--- config.mk ---
export PLATFORM = sky130hd
export DESIGN_NAME = traffic_light_ctrl
export DESIGN_NICKNAME = d
export VERILOG_FILES = /design/src/rtl/traffic_light_ctrl.sv
export SDC_FILE = /design/constraint.sdc
export NUM_CORES = 1
export LEC_CHECK = 0
export CAP_MARGIN = 20
export CORE_ASPECT_RATIO = 0.5
export CORE_MARGIN = 2
export CORE_UTILIZATION = 50
export CTS_BUF_LIST = sky130_fd_sc_hd__clkbuf_16
export DETAILED_ROUTE_END_ITERATION = 16
export GPL_TIMING_DRIVEN = 0
export PLACE_DENSITY = 0.77
export SYNTH_ARGS = -nofsm -noshare
export SYNTH_HDL_FRONTEND = slang
export SYNTH_SLANG_ARGS = --single-unit
export TNS_END_PERCENT = 1
--- constraint.sdc ---
create_clock -name clk -period 3.4 [get_ports clk]
set_clock_uncertainty 0.1 [all_clocks]
set_input_delay 0.51 -clock clk [delete_from_list [all_inputs] [get_ports clk]]
set_output_delay 0.51 -clock clk [all_outputs]
set_load 0.01 [all_outputs]
--- src/rtl/traffic_light_ctrl.sv ---
// Two-road traffic light controller driven by a qualified tick, with a latched
// side-road request, bounded side-green extension and a flashing night mode.
module traffic_light_ctrl #(
    parameter int T_MAIN_G     = 5,
    parameter int T_SIDE_G     = 5,
    parameter int T_Y          = 3,
    parameter int T_AR         = 1,
    parameter int SIDE_EXT_MAX = 2
) (
    input  logic       clk,
    input  logic       rst,
    input  logic       tick,
    input  logic       en,
    input  logic       car,
    input  logic       flash,
    output logic [2:0] main_light,
    output logic [2:0] side_light,
    output logic [7:0] main_bcd,
    output logic [7:0] side_bcd,
    output logic [2:0] state_out
);

    typedef enum logic [2:0] {
        IDLE   = 3'd0,
        MAIN_G = 3'd1,
        MAIN_Y = 3'd2,
        AR_MS  = 3'd3,
        SIDE_G = 3'd4,
        SIDE_Y = 3'd5,
        AR_SM  = 3'd6,
        FLASH  = 3'd7
    } state_t;

    localparam logic [3:0] EXT_MAX = 4'(SIDE_EXT_MAX);

    state_t     r_state, w_state_nxt;
    logic [6:0] r_cnt, w_cnt_nxt;
    logic [3:0] r_ext_cnt, w_ext_nxt;
    logic       r_car_req, w_car_req_nxt;
    logic       r_flash_ph, w_flash_ph_nxt;
    logic       w_qtick;
    logic       w_req;

    function automatic logic [6:0] phase_len(input state_t s);
        case (s)
            MAIN_G:         return 7'(T_MAIN_G);
            MAIN_Y, SIDE_Y: return 7'(T_Y);
            AR_MS, AR_SM:   return 7'(T_AR);
            SIDE_G:         return 7'(T_SIDE_G);
            default:        return 7'd0;
        endcase
    endfunction

    function automatic logic [2:0] main_lamp(input state_t s, input logic ph);
        case (s)
            IDLE, MAIN_G: return 3'b001;
            MAIN_Y:       return 3'b010;
            FLASH:        return ph ? 3'b010 : 3'b000;
            default:      return 3'b100;
        endcase
    endfunction

    function automatic logic [2:0] side_lamp(input state_t s, input logic ph);
        case (s)
            SIDE_G:  return 3'b001;
            SIDE_Y:  return 3'b010;
            FLASH:   return ph ? 3'b010 : 3'b000;
            default: return 3'b100;
        endcase
    endfunction

    function automatic logic [7:0] countdown(input state_t s, input logic [6:0] c);
        case (s)
            IDLE:    return 8'h99;
            FLASH:   return 8'hFF;
            default: return {4'(c / 7'd10), 4'(c % 7'd10)};
        endcase
    endfunction

    assign w_qtick = tick & en;
    // A car seen on this very edge already counts as a pending request.
    assign w_req   = r_car_req | car;

    always_comb begin
        w_state_nxt    = r_state;
        w_cnt_nxt      = r_cnt;
        w_ext_nxt      = r_ext_cnt;
        w_flash_ph_nxt = r_flash_ph;
        if (w_qtick) begin
            if (r_state != FLASH && flash) begin
                w_state_nxt    = FLASH;
                w_flash_ph_nxt = 1'b0;
                w_cnt_nxt      = 7'd0;
            end else if (r_state == FLASH) begin
                if (!flash) begin
                    w_state_nxt = AR_SM;
                    w_cnt_nxt   = phase_len(AR_SM);
                end else begin
                    w_flash_ph_nxt = ~r_flash_ph;
                end
            end else if (r_state == IDLE) begin
                if (w_req) begin
                    w_state_nxt = MAIN_G;
                    w_cnt_nxt   = phase_len(MAIN_G);
                end
            end else if (r_cnt > 7'd1) begin
                w_cnt_nxt = r_cnt - 7'd1;
            end else begin
                case (r_state)
                    MAIN_G: w_state_nxt = MAIN_Y;
                    MAIN_Y: w_state_nxt = AR_MS;
                    AR_MS: begin
                        w_state_nxt = SIDE_G;
                        w_ext_nxt   = 4'd0;
                    end
                    SIDE_G: w_state_nxt = SIDE_Y;
                    SIDE_Y: begin
                        if (w_req && r_ext_cnt < EXT_MAX) begin
                            w_state_nxt = SIDE_G;
                            w_ext_nxt   = r_ext_cnt + 4'd1;
                        end else begin
                            w_state_nxt = AR_SM;
                        end
                    end
                    AR_SM:   w_state_nxt = IDLE;
                    default: w_state_nxt = r_state;
                endcase
                w_cnt_nxt = phase_len(w_state_nxt);
            end
        end
        w_car_req_nxt = car | (r_car_req & ~(w_state_nxt == SIDE_G && r_state != SIDE_G));
    end

    always_ff @(posedge clk or negedge rst) begin
        if (!rst) begin
            r_state    <= IDLE;
            r_cnt      <= 7'd0;
            r_ext_cnt  <= 4'd0;
            r_car_req  <= 1'b0;
            r_flash_ph <= 1'b0;
            main_light <= 3'b001;
            side_light <= 3'b100;
            main_bcd   <= 8'h99;
            side_bcd   <= 8'h99;
        end else begin
            r_state    <= w_state_nxt;
            r_cnt      <= w_cnt_nxt;
            r_ext_cnt  <= w_ext_nxt;
            r_car_req  <= w_car_req_nxt;
            r_flash_ph <= w_flash_ph_nxt;
            main_light <= main_lamp(w_state_nxt, w_flash_ph_nxt);
            side_light <= side_lamp(w_state_nxt, w_flash_ph_nxt);
            main_bcd   <= countdown(w_state_nxt, w_cnt_nxt);
            side_bcd   <= countdown(w_state_nxt, w_cnt_nxt);
        end
    end

    assign state_out = r_state;

endmodule

* After elaboration in Yosys (flattened, before gate mapping)
Cells that the tools add are included.
** Storage, ports and cells
- Bits in registers :: 30
- Bits in latches :: 0
- RAM bits :: 0
- Memory bits (read-only) :: 0
- Bits of input ports :: 6
- Output and inout port bits :: 25
- Logic and storage cells :: 88
- Memories kept :: 0
** Operators by class
- Add/sub/neg operators :: 2
- $mul :: 0
- Div/mod/pow operators :: 2
- Order comparisons :: 2
- Equal/unequal tests :: 21
- Shifts and indexed selects :: 0
- Multiplexer cells :: 32
- Bitwise gates (word level) :: 10
- Reduce and logical (&&, ||, !) cells :: 11
** Operators with widths (count)
- $mux 7 :: 7
- $mux 3 :: 12
- $eq 3x3->1 const B :: 10
- $pmux 3 s3 :: 3
- $pmux 3 s6 :: 1
- $pmux 8 s2 :: 1
- $eq 3x2->1 const B :: 5
- $eq 3x1->1 const B :: 3
- $pmux 4 s2 :: 1
- $reduce_or 2->1 :: 4
- $div 7x4->7 const B :: 1
- $gt 7x1->1 const B :: 1
- $mod 7x4->7 const B :: 1
- $reduce_and 7->1 :: 1
- $sub 7x1->7 const B :: 1
- $logic_not 3->1 :: 2
- $ne 3x3->1 const B :: 2
- $not 1->1 :: 6
- $add 4x1->4 const B :: 1
- $lt 4x2->1 const B :: 1
- $mux 1 :: 4
- $mux 2 :: 2
- $mux 4 :: 1
- $logic_and 1x1->1 :: 3
- 4 further kinds :: 6

* Logic depth before layout (Yosys ltp)
- Word-level depth :: 19
- Depth in mapped cells :: 17

* Worst setup path after synthesis
No wires, ideal clock.
- Path type :: reg-to-reg
- From :: register r_state[1] (netlist: state_out[1])
- To :: register side_bcd[2]
- Library setup time :: 0.120 ns
- Arrival time :: 3.396 ns
- Required time :: 3.180 ns
- Setup slack :: -0.216 ns
- Cell stages (with the launch flop) :: 17
- Path buffers :: 2
- Clock period less this slack :: 3.616 ns
- Cell sequence :: dfrtp_1 -> buf_6 -> and3_1 -> buf_6 -> nor3_4 -> o311ai_0 -> a31o_2 -> inv_4 -> nor2_1 -> a22oi_1 -> o32a_1 -> and2_1 -> ha_1 -> o21ai_0 -> nor2b_1 -> or4_1 -> a31o_1
** On the way
- Elaborated cells on any way between the ends :: 42
- Classes of those cells :: 1 x div; 15 x eq/ne; 20 x mux; 6 x reduce/logical
** RTL lines
- from (decl) :: RTL line 36 : state_t r_state, w_state_nxt;
- from (signal assigned) :: RTL line 146 : r_state <= w_state_nxt;
- $logic_not 3->1 :: RTL line 101 : end else if (r_state == IDLE) begin
- $mux 7 :: RTL line 101
- $mux 7 :: RTL line 94 : end else if (r_state == FLASH) begin
- $mux 7 * :: RTL line 90 : if (r_state != FLASH && flash) begin
- $mux 7 * :: RTL line 89 : if (w_qtick) begin
- via w_cnt_nxt[3] :: RTL line 37 : logic [6:0] r_cnt, w_cnt_nxt;
- $mod 7x4->7 * :: RTL line 76 : default: return {4'(c / 7'd10), 4'(c % 7'd10)};
- $pmux 8 s2 * :: RTL line 73 : case (s)
- to (signal assigned) :: RTL line 154 : side_bcd <= countdown(w_state_nxt, w_cnt_nxt);
- to (decl) :: RTL line 19 : output logic [7:0] side_bcd,
Mark *: on every way through the listed nets, which the timed path passes. The rest lies on a longest branch. The select of a mux whose other input is x is not followed.
A chain may end at the register's enable or synchronous reset.

* Worst setup path in the final report
- From :: register r_cnt[0]
- To :: register side_bcd[2]
** On the way
- Longest elaborated chain between the ends :: 8
- Elaborated cells on any way between the ends :: 18
- Classes of those cells :: 1 x add/sub; 1 x div; 1 x order compare; 1 x eq/ne; 13 x mux; 1 x reduce/logical
** Ends and longest elaborated chain
- from (decl) :: RTL line 37
- from (signal assigned) :: RTL line 147 : r_cnt <= w_cnt_nxt;
- $sub 7x1->7 or $gt 7x1->1 (tied branches) :: RTL line 107, 106
- $mux 7 or $mux 3 (tied branches) :: RTL line 106 : end else if (r_cnt > 7'd1) begin
- $mux 7 or $mux 3 (tied branches) :: RTL line 101
- $mux 7 or $mux 3 (tied branches) :: RTL line 94
- $mux 7 or $mux 3 (tied branches) :: RTL line 90
- $mux 7 or $mux 3 (tied branches) :: RTL line 89
- $mod 7x4->7, or another cell as far along :: RTL line 76
- $pmux 8 s2 * :: RTL line 73
Mark *: on every way between the ends. The rest lies on a longest branch, timed or not.

==> run summary <==
Leakage: 1.29 nW
kind of end point of the critical path: flop
share of synthesized registers carrying an async set or reset: 100%
number of standard cells after synthesis: 249
Post-Syn Area: 2190 um^2
clock latency reported for the late side of the worst-skew pair: 280 ps
number of global-route vias before repair: 2,050
worst min path class: flop to flop
Total Routed Length: 6.75 mm
DRC violation total after the first TritonRoute iteration: 232
Die ar.: 4970 um^2
most used flip-flop cell after synthesis: dfrtp_1
largest vdd supply drop: 0.000751 V
cell family with the largest share of critical-path delay: simple AND/OR/NAND/NOR gates
quantity of I/O buffers inserted on ports: 30
Nets: 325
Placed Cells incl. Taps: 334
violated checks: setup timing
maximum frequency from static timing analysis: 279 MHz
first-pass GRT wire length: 10.1 mm
distinct cell type count after synthesis: 71
Top Ports: 31
synth warn: 0
Seq/Total Area, Yosys: 34.5%
area growth from synthesis to final layout: 43.1%
number of antenna violations at the first check in global routing: 0
Final Hold Fails: 0
Synthesized Nets: 259
total number of vias: 2,300
ordered list of cells on the worst path: ha_1 > o21bai_4 > and3_4 > o311ai_4 > and3_4 > nor2_8 > o21ai_4 > o32a_1 > and2_4 > ha_4 > o21ai_2 > nor3b_2 > or4_4 > a31o_1
actual slew at the worst max-slew pin: 863 ps
hold slack final: 429 ps
largest incremental delay on the critical path: 510 ps
non-filler instance count after layout: 370
unrepaired setup endpoints after global routing: true
endpoints failing setup: 2
number of antenna diodes: 0
crit path buf inv count: 0
Routed wire per std cell: 18.2 um
DRC violations left: 0
fraction of final layout cells with drive strength greater than 1: 34.5%
fillcell total: 272
level count of the clock H-tree: 2
crit path time final: 3590 ps
Num CTS Buffers: 5
Horiz. Die Dim: 97.7 um
CTS root buffer: clkbuf_16
setup slack of the critical path after layout: -186 ps
CP required: 3460 ps
hold buffers post-CTS: 0
Final Max Slew Viols: 0
total congestion overflow after global routing: 0
pin count of the biggest net entering global routing: 23
length of the first detailed-routing pass in iterations: 5
row cnt: 16
worst slew margin relative to its limit: 42.0%
overall fraction of global-route tracks in use: 26.0%
final period utilization: 105%
post-synthesis average cell area: 8.81 um^2
residual antenna-violating net count after detailed routing: 0
die height: 50.8 um
flop and latch count out of synthesis: 30
library cell appearing most often on the critical path: and3_4
status: complete, but fails checks
global placer's final weighted congestion: 0.858
critical path start-end classification: flop to flop
clock tree from TritonCTS: done
Post-synth EDFFs: 0
starting density of the core: 54.0%
routed vias/inst: 6.22
power density over the cells: 1110 nW/um^2
CP max-delay cell: or4_4
Clock Pin Slew Worst Setup and Hold Paths: 50 ps
Clock Sink Count: 30
Max Buffers Root-to-Sink: 2
Critical Path Fanout Max: 5
startpoint types: flop
Max Cap Viol: 0
detailed placement HPWL: 4.17 mm
Worst Path Arrival: 3650 ps
Floorplan Core Area: 4060 um^2
-- report_power, final --
group          switching (W)  total, W  internal [W]
registers           0.000117  0.000633      0.000516
logic                0.00124   0.00242       0.00118
clock network       0.000164  0.000432      0.000268
total                0.00152   0.00349       0.00196
-- worst paths after layout --
| path | to | startpoint | slack, ps | cells after the start |
|---|---|---|---|---|
| worst max-delay path | side_bcd[2] | r_cnt[0] | -190 | 14 |
| worst min-delay path | r_ext_cnt[2] | r_ext_cnt[2] | 430 | 2 |
| worst max register to register | side_bcd[2] | r_cnt[0] | -190 | 14 |
| worst min register to register | r_ext_cnt[2] | r_ext_cnt[2] | 430 | 2 |
| max in group asynchronous | side_light[2] | rst | 2190 | 2 |
| min in group asynchronous | side_bcd[2] | rst | 440 | 1 |
-- synth_stat cells, types with 3 or more instances --
master / instances / area (um^2)
inv_2: 3 / 11.3
nor2_1: 25 / 93.8
dfrtp_1: 24 / 601
a21oi_1: 13 / 65.1
nor3_4: 3 / 48.8
buf_6: 3 / 33.8
o21ai_0: 16 / 80.1
clkbuf_1: 3 / 11.3
nand2_1: 23 / 86.3
buf_4: 9 / 67.6
dfstp_2: 6 / 158
nor3_1: 5 / 25.0
nor3b_1: 3 / 22.5
or4_1: 3 / 22.5
and3_1: 3 / 18.8
and2_1: 4 / 25.0
a41oi_1: 3 / 26.3
o211ai_1: 4 / 30.0
nand3_1: 11 / 55.1
buf_2: 3 / 15.0
inv_1: 13 / 48.8
ha_1: 4 / 50.1
nor2b_1: 3 / 18.8
a31oi_1: 5 / 31.3
-- registers in the layout, indices dropped and copies added (netlist names) --
name,flops
r_flash_ph,1
r_cnt,7
side_light,3
state_out,3
r_car_req,1
side_bcd,8
r_ext_cnt,4
main_light,3
-- worst reg2reg max path, stage by stage (launching register included) --
cell and delay, ps:
dfrtp_1 400, ha_1 230, o21bai_4 200, and3_4 240, o311ai_4 340, and3_4 300, nor2_8 60, o21ai_4 170
o32a_1 190, and2_4 170, ha_4 130, o21ai_2 60, nor3b_2 180, or4_4 510, a31o_1 190
-- routing by layer --
layer,part of all wire (%),track usage [%],up-vias
li1,-,-,1047
met1,40,33.4,1107
met2,50,45.4,119
met3,7.3,5.34,27
met4,3.1,7.18,0
met5,0,0,-
-- placed cells by master (no fill, tap or decap), types with 3 or more instances in the layout --
cell / netlist / layout
buf_4: 9 / 39
clkdlybuf4s50_1: 0 / 27
nand2_1: 23 / 23
nor2_1: 25 / 22
dfrtp_1: 24 / 21
o21ai_0: 16 / 14
inv_1: 13 / 13
a21oi_1: 13 / 12
nand3_1: 11 / 10
dfstp_2: 6 / 6
nor3_1: 5 / 5
clkbuf_16: 0 / 5
o211ai_1: 4 / 4
buf_6: 3 / 3
and3_4: 1 / 3
nor3_4: 3 / 3
nor2_4: 0 / 3
inv_2: 3 / 3
nor2b_1: 3 / 3
and2_1: 4 / 3
clkbuf_1: 3 / 3
dfrtp_2: 0 / 3
-- area by class of cell --
cell class                      instances  area [um^2]  share of cell area [%]
Buffer                                 17          125                    3.98
Clock buffer                            5          125                    3.98
Clock inverter                          3         18.8                   0.598
Inverter                               17         68.8                    2.19
Multi-Input combinational cell        184         1450                    46.1
Sequential cell                        30          762                    24.3
Tap cell                               54         67.6                    2.15
Timing Repair Buffer                   60          526                    16.7
-- repair_timing --
item | 4_1_cts | 5_1_grt
pin swaps | 15 | 16
endpoints found under the setup margin | 4 | 3
endpoints found under the hold margin | 0 | 0
gates resized for setup | 17 | 27
buffers inserted | 21 | 8
-- logic make-up (layout without fill, tap and decap cells) --
family,count (synthesis),after routing,share of synthesized area (%)
AO/OA/AOI/OAI,76,76,26.0
XOR/XNOR,3,3,1.20
flip-flops,30,30,34.5
AND/OR/NAND/NOR,99,99,26.2
adder cells (fa/ha/maj),4,4,2.28
buffers and inverters,35,102,8.84
multiplexers,2,2,0.912
-- through the flow --
stage / setup TNS, ps / area (um^2) / util, % / power (W) / setup WS, ps
3_3_place_gp: -1840 / 2600 / 64.1 / 0.00244 / -874
3_5_place_dp: -2180 / 2620 / 64.4 / 0.00253 / -964
4_1_cts: -248 / 2980 / 73.4 / 0.00321 / -181
5_1_grt: -575 / 3140 / 77.3 / 0.00367 / -325
6_report: -242 / 3140 / 77.3 / 0.00349 / -186
2_1_floorplan: -4.06 / 2240 / - / 0.00195 / -4.06
Note: power is estimated with default switching activity, not from simulation.
